`src/rtl/ro_puf_pkg.sv`:
```
// rtl/ro_puf_pkg.sv - shared types and constants for the RO PUF measurement path
package ro_puf_pkg;

  localparam int SEL_W  = 4;
  localparam int CHAL_W = 8;

  localparam int DEF_CNT_W  = 16;
  localparam int DEF_WINDOW = 1024;
  localparam int DEF_SETTLE = 16;

  typedef enum logic [2:0] {
    ST_IDLE,
    ST_SETTLE,
    ST_COUNT,
    ST_COMPARE,
    ST_DONE
  } state_t;

endpackage

```
`src/rtl/ro_edge_counter.sv`:
```
// rtl/ro_edge_counter.sv - synchronize an async RO output and count its rising edges (saturating)
module ro_edge_counter #(
  parameter int CNT_W = 16
) (
  input  logic             clk,
  input  logic             rst_n,
  input  logic             ro,
  input  logic             en,
  input  logic             clr,
  output logic [CNT_W-1:0] count
);

  // sync[1] is the synchronized level, sync[2] the history flop for edge detect.
  // ROs at or above clk/2 alias here; nothing detects that.
  logic [2:0] sync;
  logic       rise;

  assign rise = sync[1] & ~sync[2];

  always_ff @(posedge clk or negedge rst_n) begin
    if (!rst_n) begin
      sync  <= '0;
      count <= '0;
    end else begin
      sync <= {sync[1:0], ro};
      if (clr) begin
        count <= '0;
      end else if (en && rise && (count != {CNT_W{1'b1}})) begin
        count <= count + 1'b1;
      end
    end
  end

endmodule

```
`src/rtl/ro_pair_measure_ctrl.sv`:
```
// rtl/ro_pair_measure_ctrl.sv - challenge-driven RO pair measurement, one response bit per challenge
module ro_pair_measure_ctrl
  import ro_puf_pkg::*;
#(
  parameter int CNT_W  = DEF_CNT_W,
  parameter int WINDOW = DEF_WINDOW,
  parameter int SETTLE = DEF_SETTLE
) (
  input  logic              clk,
  input  logic              rst_n,
  input  logic              start,
  input  logic [CHAL_W-1:0] challenge,
  output logic              busy,
  output logic              done,
  output logic              resp,
  output logic              tie,
  output logic [CNT_W-1:0]  count_a,
  output logic [CNT_W-1:0]  count_b,
  output logic              ro_en,
  output logic [0:SEL_W-1]  sel_a,
  output logic [0:SEL_W-1]  sel_b,
  input  logic              ro_a,
  input  logic              ro_b
);

  localparam int TMR_MAX = (SETTLE > WINDOW) ? SETTLE : WINDOW;
  localparam int TMR_W   = $clog2(TMR_MAX) + 1;

  state_t             state, state_next;
  logic [TMR_W-1:0]   timer;
  logic               accept;
  logic [CNT_W-1:0]   cnt_a, cnt_b;

  assign accept = (state == ST_IDLE) && start;

  always_comb begin
    state_next = state;
    case (state)
      ST_IDLE:    if (start) state_next = ST_SETTLE;
      ST_SETTLE:  if (timer == '0) state_next = ST_COUNT;
      ST_COUNT:   if (timer == '0) state_next = ST_COMPARE;
      ST_COMPARE: state_next = ST_DONE;
      ST_DONE:    state_next = ST_IDLE;
      default:    state_next = ST_IDLE;
    endcase
  end

  // busy and done are registered, so done lands one edge after the DONE state is entered.
  always_ff @(posedge clk or negedge rst_n) begin
    if (!rst_n) begin
      state   <= ST_IDLE;
      timer   <= '0;
      busy    <= 1'b0;
      done    <= 1'b0;
      resp    <= 1'b0;
      tie     <= 1'b0;
      ro_en   <= 1'b0;
      count_a <= '0;
      count_b <= '0;
      sel_a   <= '0;
      sel_b   <= '0;
    end else begin
      state <= state_next;
      busy  <= (state_next == ST_SETTLE) || (state_next == ST_COUNT) ||
               (state_next == ST_COMPARE);
      done  <= (state == ST_DONE);

      if (accept) begin
        timer <= TMR_W'(SETTLE - 1);
      end else if ((state == ST_SETTLE) && (timer == '0)) begin
        timer <= TMR_W'(WINDOW - 1);
      end else if (timer != '0) begin
        timer <= timer - 1'b1;
      end

      if (accept) begin
        sel_a <= challenge[CHAL_W-1:SEL_W];
        sel_b <= challenge[SEL_W-1:0];
        ro_en <= 1'b1;
      end

      if (state == ST_COMPARE) begin
        ro_en   <= 1'b0;
        resp    <= (cnt_a > cnt_b);
        tie     <= (cnt_a == cnt_b);
        count_a <= cnt_a;
        count_b <= cnt_b;
      end
    end
  end

  ro_edge_counter #(.CNT_W(CNT_W)) u_cnt_a (
    .clk   (clk),
    .rst_n (rst_n),
    .ro    (ro_a),
    .en    (state == ST_COUNT),
    .clr   (accept),
    .count (cnt_a)
  );

  ro_edge_counter #(.CNT_W(CNT_W)) u_cnt_b (
    .clk   (clk),
    .rst_n (rst_n),
    .ro    (ro_b),
    .en    (state == ST_COUNT),
    .clr   (accept),
    .count (cnt_b)
  );

endmodule

```
`config.mk`:
```
export PLATFORM = sky130hd
export DESIGN_NAME = ro_pair_measure_ctrl
export DESIGN_NICKNAME = d
export VERILOG_FILES = /design/src/rtl/ro_puf_pkg.sv /design/src/rtl/ro_edge_counter.sv /design/src/rtl/ro_pair_measure_ctrl.sv
export SDC_FILE = /design/constraint.sdc
export NUM_CORES = 1
export LEC_CHECK = 0
export CORE_AREA = 2 2 94 96
export CTS_CLUSTER_SIZE = 10
export DETAILED_ROUTE_END_ITERATION = 6
export DIE_AREA = 0 0 96 98
export GPL_ROUTABILITY_DRIVEN = 0
export MAX_ROUTING_LAYER = met4
export PLACE_DENSITY = 0.89
export RECOVER_POWER = 50
export SYNTH_ARGS = -nofsm -noshare
export SYNTH_HDL_FRONTEND = slang
export SYNTH_SLANG_ARGS = --single-unit
```
`constraint.sdc`:
```
create_clock -name clk -period 2.6 [get_ports clk]
set_input_delay 0.52 -clock clk [delete_from_list [all_inputs] [get_ports clk]]
set_output_delay 0.52 -clock clk [all_outputs]
set_load 0.01 [all_outputs]
```
# ---- After elaboration in Yosys (flattened, before gate mapping)
# Cells that the tools add are included.
dict set report totals {
  reg_bits 97
  in_bits 13
  out_inout_bits 45
  elab_cells 61
}
dict set report classes {
  add_sub_neg 3
  n_lt_le_gt_ge 1
  n_eq_ne 10
  muxes 13
  n_bitwise 4
  n_reduce_logical 15
}
# operator n
set op_table {}
lappend op_table {{$mux W16} 4}
lappend op_table {{$mux W11} 3}
lappend op_table {{$add A16 B1 Y16 const B} 2}
lappend op_table {{$ne A16 B16 Y1 const B} 2}
lappend op_table {{$eq A16 B16 Y1} 1}
lappend op_table {{$gt A16 B16 Y1} 1}
lappend op_table {{$eq A3 B2 Y1 const B} 4}
lappend op_table {{$pmux W3 S4} 1}
lappend op_table {{$logic_not A11 Y1} 1}
lappend op_table {{$reduce_bool A11 Y1} 1}
lappend op_table {{$sub A11 B1 Y11 const B} 1}
lappend op_table {{$mux W3} 3}
lappend op_table {{$eq A3 B1 Y1 const B} 2}
lappend op_table {{$logic_and A1 B1 Y1} 6}
lappend op_table {{$reduce_bool A2 Y1} 3}
lappend op_table {{$eq A3 B3 Y1 const B} 1}
lappend op_table {{$logic_not A3 Y1} 1}
lappend op_table {{$reduce_bool A3 Y1} 1}
lappend op_table {{$and A1 B1 Y1} 2}
lappend op_table {{$logic_or A1 B1 Y1} 2}
lappend op_table {{$mux W1} 2}
lappend op_table {{$not A1 Y1} 2}

# ---- Depth between registers and ports, before layout
# Gate-level depths: netlist of the first run.
dict set report logic_depth {
  word_depth 6
  ltp_mapped 8
  ltp_nobuf 7
}

# ---- Hierarchy
# A second synthesis of the first run with hierarchy kept.
dict set report unflattened {
  cells_unflattened 491
  hier_area_um2 4772.1
}
# module n_inst cells_each area_per_inst_um2 seq_area_each_um2
set by_module_without_submodules {}
lappend by_module_without_submodules {ro_pair_measure_ctrl 1 288 2777.7 1476.4}
lappend by_module_without_submodules {{ro_edge_counter (u_cnt_a)} 1 101 1004.7 475.5}
lappend by_module_without_submodules {{ro_edge_counter (u_cnt_b)} 1 102 989.7 475.5}

# ---- Worst setup path after synthesis of the first run
# OpenSTA, ideal clock, no wires.
dict set report synth_timing {
  kind {register -> register}
  from {register state[0]}
  to {register u_cnt_b.count[12]}
  setup_time_ps 130
  arrival_ps 2052
  required_ps 2470
  path_slack_ps 418
  path_stages_with_launch 8
  path_buffers 2
  period_less_slack_ps 2182
  path_cell_list {dfrtp_1 buf_2 or3b_1 buf_6 or4_4 nor4_1 xnor2_1 nor2_2}
}
dict set report synth_between {
  elab_chain_len 4
  word_cells_on_any_way 7
  cone_classes {1 x eq/ne; 1 x mux; 5 x reduce/logical}
}
# element line
set synth_rtl {}
lappend synth_rtl {{start, declared} ro_pair_measure_ctrl.sv:29} ;# state_t state, state_next;
lappend synth_rtl {{start signal, assigned} ro_pair_measure_ctrl.sv:63} ;# state <= state_next;
lappend synth_rtl {{$eq A3 B2 Y1} ro_pair_measure_ctrl.sv:105} ;# .en (state == ST_COUNT),
lappend synth_rtl {{$logic_and A1 B1 Y1 (2 in a row)} ro_edge_counter.sv:28} ;# end else if (en && rise && (count != {CNT_W{1'b1}})) begin
lappend synth_rtl {{$reduce_bool A2 Y1 (no line)} -}
lappend synth_rtl {{end signal, assigned} ro_edge_counter.sv:29} ;# count <= count + 1'b1;
lappend synth_rtl {{end, declared} ro_edge_counter.sv:10} ;# output logic [CNT_W-1:0] count
# Parallel ways exist; a longest one is shown, timed or not.
# A chain may end at the register's enable or synchronous reset.

# ---- Final worst setup path of the first run
dict set report layout_timing {
  from {register state[1]}
  to {register u_cnt_a.count[14]}
}
dict set report layout_between {
  elab_chain_len 4
  word_cells_on_any_way 7
  cone_classes {1 x eq/ne; 1 x mux; 5 x reduce/logical}
}
# element line
set layout_rtl {}
lappend layout_rtl {{$eq A3 B2 Y1} ro_pair_measure_ctrl.sv:96} ;# .en (state == ST_COUNT),
lappend layout_rtl {{$logic_and A1 B1 Y1 (2 in a row)} ro_edge_counter.sv:28}
lappend layout_rtl {{$reduce_bool A2 Y1 (no line)} -}
lappend layout_rtl {{end signal, assigned} ro_edge_counter.sv:29}
lappend layout_rtl {{end, declared} ro_edge_counter.sv:10}
# Parallel ways exist; a longest one is shown, timed or not.

==> metrics.yaml, run 1 <==
timing:
  setup_violations: 0
  finalClockSkew_ns: 0.01093
  slew_headroom_pct: -27.69
  rsz0062_at_grt: "no"
  min_period_ns: 2.368
  drv_slew: 36
  post-route-period-util_pct: 91.08
  clock.fmax_ghz: 0.4223
  hold_viol_final: 0
  tightest_slew_ns: 1.915
  fin_tns_setup_ns: 0
yosys:
  synth_cell_types: 46
  synth_top_cell_area_share_pct: 53.53
  synth_top_flop_cell: "dfrtp_1"
  synth-seq-cells: 97
  synth_top_cell_by_area: "dfrtp_1"
  synth_warnings: 0
  synth_edf_count: 0
  syn_avg_cell_area_um2: 9.526
  synth_cells: 476
  syn-num-nets: 508
  synthTopCellsByArea: "dfrtp_1 54%, nand2_1 9.9%, ha_1 5.2%"
  ys_async_sr_fraction_pct: 100.0
  ys_seq_area_share_pct: 53.53
  synth_area_um2: 4534
placement:
  dp_cells: 634
  hpwl_mm: 7.166
  port-buffer-count: 57
power_and_ir_drop:
  p_sw_share_pct: 37.35
  power_density_nw_per_um2: 969.5
  seqPwrFrac_pct: 46.5
  ir_drop_v: 0.0004631
  p_leak_nw: 2.436
  clkPwrFrac_pct: 17.6
  power.internal_w: 0.003300
  net-switching-power_w: 0.001967
  comb_power_share_pct: 35.9
global_route:
  grt_pass1_vias: 3548
  antenna_found_initial: 0
  grt_usage_pct: 22.86
  grt_max_degree: 63
  grt_first_pass_wirelength_mm: 16.30
  overflow: 0
cts:
  postCtsHoldBufs: 0
  clk_path_buf_depth: 2
  post_cts_buffers: 0
  htree_levels: 3
  numCtsBuffers: 9
  clock-sinks: 97
  cts_tree: "yes"
  worstSkewPairLatency_ns: 0.36
  post_cts_resize_count: 0
  ctsRootBufferMaster: "clkbuf_8"
  clk_pin_slew_worst_paths_ns: 0.09
drt:
  wl_mm: 9.759
  vias: 3657
  drt-vias-per-instance: 5.626
  drc_errors: 0
  wl_per_cell_um: 15.01
  ant_nets: 0
  drt-initial-drc-count: 293
  dr.pass1.iters: 5
setup_path:
  cp.arrival_ns: 2.66
  critical_path_class: "reg2reg"
  r2r-start: "state[1]"
  critPathMaxFanout: 10
  cp-start-kind: "flop"
  ff2ff_path_depth: 5
  rrSetupSlack_ns: 0.23
  critPathCaptureType: "flop"
  worstPathRequired_ns: 2.90
  r2r_end: "u_cnt_a.count[14]"
floorplan:
  die_h_um: 98
  placementRows: 34
  die-area_um2: 9408
  start_util_pct: 53.56
  die_w_um: 96
  core-area_um2: 8466
  io_pins: 58
outcome:
  run_status: "finished, violations left"
  violations: "max-capacitance violations, max-slew violations"
layout:
  final_cells: 650
  nFillCells: 671
  fin_nets: 569
  syn_to_final_growth_pct: 19.81
  layout-drive-gt1-share_pct: 6.642
  n_antenna_cell: 0
min_path:
  whs_path_depth: 0
  hold_start: "u_cnt_a.sync[0]"
  min_to: "u_cnt_a.sync[1]"
  hp-class: "reg2reg"
job:
  cap_violations: 1
==> synthesized netlist by cell type, drive strengths merged, types with 5 or more instances <==
library cell	number
a21oi	21
inv	24
nor4	8
clkbuf	12
ha	19
nand2	119
o211ai	5
nor3	9
nor2	31
nand4	7
xor2	8
nand3	12
or4	5
nor4b	5
dfrtp	97
xnor2	15
o21ai	31
==> cells by family (layout without fill, tap and decap cells) <==
family | after synthesis | after routing | share of synthesized area [%]
simple gates | 220 | 220 | 22.90
flops | 97 | 97 | 53.53
compound gates | 72 | 72 | 9.299
buf+inv | 41 | 107 | 3.698
xor+xnor | 23 | 23 | 4.443
fa+ha+maj | 19 | 19 | 5.243
mux | 4 | 4 | 0.8830
==> worst max-delay path by stage <==
| stage | depth (start not counted) | slack, ns | from | to |
|---|---|---|---|---|
| global placement | 5 | 0.30 | start | u_cnt_a.count[14] |
| floorplan | 7 | 0.42 | state[0] | u_cnt_b.count[12] |
| global route | 5 | 0.14 | state[1] | u_cnt_b.count[12] |
| CTS | 5 | 0.27 | state[1] | u_cnt_b.count[14] |
| finish | 5 | 0.23 | state[1] | u_cnt_a.count[14] |
| detailed placement | 5 | 0.27 | start | u_cnt_a.count[14] |
==> sequential cells by signal (all words and copies together), names as in the netlist, 3 cells and up <==
signal / flops
u_cnt_a.sync: 3
state: 3
u_cnt_b.count: 16
u_cnt_b.sync: 3
sel_b: 4
count_a: 16
u_cnt_a.count: 16
count_b: 16
timer: 11
sel_a: 4
==> power by group through the flow <==
stage | clock network (W) | registers, W | logic, W
CTS | 0.000945 | 0.00244 | 0.00190
finish | 0.000927 | 0.00245 | 0.00189
global route | 0.00100 | 0.00252 | 0.00213
detailed placement | 0 | 0.00247 | 0.00189
floorplan | 0 | 0.00245 | 0.00102
global placement | 0 | 0.00244 | 0.00176
==> layer usage <==
layer	vias up	GRT usage, %	routed length (um)
met2	136	34.46	4545
met4	0	9.231	196
met1	1755	30.39	4475
li1	1748	-	-
met5	-	-	0
met3	18	4.398	542
==> through the flow <==
stage	hold WS [ns]	utilization [%]	power (W)	worst slack [ns]	instance area, um2
after global placement	0.3362	62.02	0.004204	0.2991	5250
after floorplan	0.2244	-	0.003467	0.4179	4534
after CTS	0.09876	64.25	0.005288	0.2692	5439
final	0.3616	64.17	0.005267	0.2319	5433
after detailed placement	0.3379	62.02	0.004360	0.2654	5250
after global routing	0.3721	64.17	0.005653	0.1357	5433
==> layout make-up <==
type                            count  area, um2  area share, %
Sequential cell                    97       2427          44.68
Multi-Input combinational cell    338       1946          35.81
Timing Repair Buffer               66      641.9          11.81
Clock buffer                       11      151.4          2.787
Tap cell                          108      135.1          2.487
Inverter                           25      93.84          1.727
Clock inverter                      5      37.54         0.6909
==> placed cells by master, fill, tap and decap left out, types with 8 or more instances in the layout <==
cell / synthesis / final
inv_1: 24 / 24
a21oi_1: 21 / 21
o21ai_0: 28 / 28
nor2_1: 29 / 29
nor3_1: 9 / 9
dfrtp_1: 97 / 97
xnor2_1: 15 / 15
nand3_1: 12 / 12
nand2_1: 119 / 119
xor2_1: 8 / 8
ha_1: 19 / 19
clkdlybuf4s50_1: 0 / 53
clkbuf_8: 0 / 11
==> critical path, cell delays in order (launching register included) <==
cell     delay (ns)
dfrtp_1        0.52
or3b_1         0.54
nor4_2         0.50
nand3_1        0.23
or4_1          0.43
nand2_1        0.08
Note: power is estimated with default switching activity, not from simulation.
==> run 2, diff against run 1 <==
--- a/config.mk
+++ b/config.mk
@@ -5,13 +5,14 @@
 export SDC_FILE = /design/constraint.sdc
 export NUM_CORES = 1
 export LEC_CHECK = 0
-export CORE_AREA = 2 2 94 96
+export CORE_AREA = 2 2 111 113
+export CTS_CLUSTER_DIAMETER = 50
 export CTS_CLUSTER_SIZE = 10
 export DETAILED_ROUTE_END_ITERATION = 6
-export DIE_AREA = 0 0 96 98
+export DIE_AREA = 0 0 113 115
 export GPL_ROUTABILITY_DRIVEN = 0
 export MAX_ROUTING_LAYER = met4
-export PLACE_DENSITY = 0.89
+export PLACE_DENSITY = 0.7
 export RECOVER_POWER = 50
 export SYNTH_ARGS = -nofsm -noshare
 export SYNTH_HDL_FRONTEND = slang
==> constraint.sdc (replaced) <==
create_clock -name clk -period 2.35 [get_ports clk]
set_input_delay 0.47 -clock clk [delete_from_list [all_inputs] [get_ports clk]]
set_output_delay 0.47 -clock clk [all_outputs]
set_load 0.01 [all_outputs]
==> run 2 against run 1 <==
  * The run ends with design-rule violations left
  * Maximum frequency grew 14%
  * Register-to-register slack gained 0.04 ns
  * Hold slack lost 0.087 ns
  * Sequential cell count is the same
  * Largest power group unchanged
  * Cell area grew 3.8%
  * Global-route usage shrank 4.6 points
  * Combinational power grew 13%
==> metrics.yaml, run 2 (synthesis results as in run 1) <==
power_and_ir_drop:
  power_density_nw_per_um2: 1115  # +15%
  clkPwrFrac_pct: 23.3  # +5.7 points
  comb_power_share_pct: 34.1  # -1.8 points
  seqPwrFrac_pct: 42.6  # -3.9 points
  ir_drop_v: 0.0005619  # +21%
  net-switching-power_w: 0.002231  # +13%
  power.internal_w: 0.004058  # +23%
  p_leak_nw: 2.522  # +3.5%
  p_sw_share_pct: 35.48  # -1.9 points
drt:
  drc_errors: 5  # +5
  wl_mm: 10.27  # +5.2%
  vias: 3585  # -2.0%
  ant_nets: 0  # unchanged
  drt-vias-per-instance: 5.136  # -8.7%
  drt-initial-drc-count: 225  # -23%
  dr.pass1.iters: 6  # +1
  wl_per_cell_um: 14.71  # -2.0%
layout:
  most-common-layout-cells: "119 x nand2_1, 97 x dfrtp_1, 54 x clkdlybuf4s50_1"
  syn_to_final_growth_pct: 24.42
  final_cells: 698  # +7.4%
  fin_nets: 578  # +1.6%
  layout-drive-gt1-share_pct: 7.804  # +1.2 points
  final_common_cell: "nand2_1"
  n_antenna_cell: 0  # unchanged
  final_area_um2: 5642  # +3.8%
  nFillCells: 1118  # +67%
setup_path:
  rrSetupSlack_ns: 0.27  # +0.04 ns
  cpMaxStageDelayCell: "or4_1"
  critPathMaxStageDelay_ns: 0.44  # -0.10 ns
  critPathMaxFanout: 7  # -3
  critical_path_class: "reg2reg"
  crit_chain: "or3b_1 -> buf_4 -> nor4_2 -> nand3_1 -> or4_1 -> nand2_1"
  cp-start-kind: "flop"
  crit_family: "simple AND/OR/NAND/NOR gates"
  worstPathRequired_ns: 2.64  # -0.26 ns
  critPathCaptureType: "flop"
  cp_num_buf_inv: 1  # +1
  cp.arrival_ns: 2.37  # -0.29 ns
outcome:
  violations: "design-rule violations"
  run_status: "finished, violations left"
timing:
  drv_slew: 0  # -100%
  slew_headroom_pct: 34.04  # +62 points
  post-route-period-util_pct: 88.59  # -2.5 points
  fin_tns_setup_ns: 0  # unchanged
  rsz0062_at_grt: "no"
  setup_violations: 0  # unchanged
  tightest_slew_ns: 0.9894  # -0.9261 ns
  clock.fmax_ghz: 0.4803  # +14%
  hold_viol_final: 0  # unchanged
  finalClockSkew_ns: 0.008648  # -0.002278 ns
  min_period_ns: 2.082  # -0.2863 ns
min_path:
  hp-class: "in2async"
floorplan:
  start_util_pct: 38.39  # -15 points
  die_w_um: 113  # +18%
  die-area_um2: 13000  # +38%
  core-area_um2: 11810  # +40%
  placementRows: 40  # +18%
  die_h_um: 115  # +17%
  io_pins: 58  # unchanged
job:
  cap_violations: 0  # -1
global_route:
  grt_first_pass_wirelength_mm: 18.21  # +12%
  grt_pass1_vias: 3779  # +6.5%
  overflow: 0  # unchanged
  antenna_found_initial: 0  # unchanged
  grt_usage_pct: 18.26  # -4.6 points
  grt_max_degree: 60  # -4.8%
placement:
  hpwl_mm: 7.406  # +3.3%
  place_area_um2: 5366  # +2.2%
  dp_cells: 682  # +7.6%
  port-buffer-count: 57  # unchanged
cts:
  post_cts_resize_count: 0  # unchanged
  post_cts_buffers: 0  # unchanged
  clk_pin_slew_worst_paths_ns: 0.07  # -0.02 ns
  clock-sinks: 97  # unchanged
  ctsRootBufferMaster: "clkbuf_16"
  cts_tree: "yes"
  numCtsBuffers: 9  # unchanged
  htree_levels: 3  # unchanged
  clk_path_buf_depth: 2  # unchanged
  worstSkewPairLatency_ns: 0.35  # about the same
  postCtsHoldBufs: 0  # unchanged
-- run 2: changes by cell type in the layout (fill, tap and decap cells not counted), sizes merged --
cell           delta
inv               -1
buf               +7
clkbuf            +1
dlygate4sd3       -1
clkinvlp          -1
bufinv            +1
clkdlybuf4s50     +1
clkinv            +2
-- run 2: cell type report --
cell class	count	area [um2]	area share (%)
flip-flops and latches	97	2427	43.03
multi-input cells	338	1946	34.49
repair buffers	75	693.2	12.29
clock buffers	10	229.0	4.059
well taps	147	183.9	3.260
inverters	25	93.84	1.663
clock inverters	6	68.82	1.220
-- run 2: path summary, 6_finish.rpt --
check,startpoint,end,depth (start not counted)
max reg2reg,state[2],u_cnt_a.count[14],6
min,rst_n,count_a[8],1
max,state[2],u_cnt_a.count[14],6
min in group clk,u_cnt_b.sync[0],u_cnt_b.sync[1],0
min reg2reg,u_cnt_b.sync[0],u_cnt_b.sync[1],0
max in group asynchronous,rst_n,timer[4],2
-- run 2: power groups by stage --
stage	combinational (W)	clock, W	sequential (W)
global placement	0.00203	0	0.00268
detailed placement	0.00214	0	0.00270
finish	0.00214	0.00147	0.00268
floorplan	0.00113	0	0.00271
CTS	0.00216	0.00150	0.00268
global route	0.00244	0.00158	0.00276
-- run 2: per-stage QoR --
stage                     util, %  hold WS [ns]  setup WS (ns)  total power [W]
after floorplan                 -        0.1744         0.1679         0.003836
after global placement      45.43        0.3367         0.2209         0.004710
after detailed placement    45.43        0.3433         0.1846         0.004843
after CTS                   47.96        0.1109         0.2737         0.006347
after global routing        47.76        0.3450        0.07573         0.006777
final                       47.76        0.2745         0.2682         0.006288
-- run 2: routing by layer --
layer | part of all wire, % | wire length, um | track usage (%) | vias up
met1 | 47 | 4805 | 23.27 | 1732
li1 | - | - | - | 1762
met4 | 0.66 | 68 | 5.447 | 0
met3 | 5.0 | 518 | 4.797 | 5
met2 | 47 | 4877 | 28.82 | 86
met5 | 0 | 0 | - | -
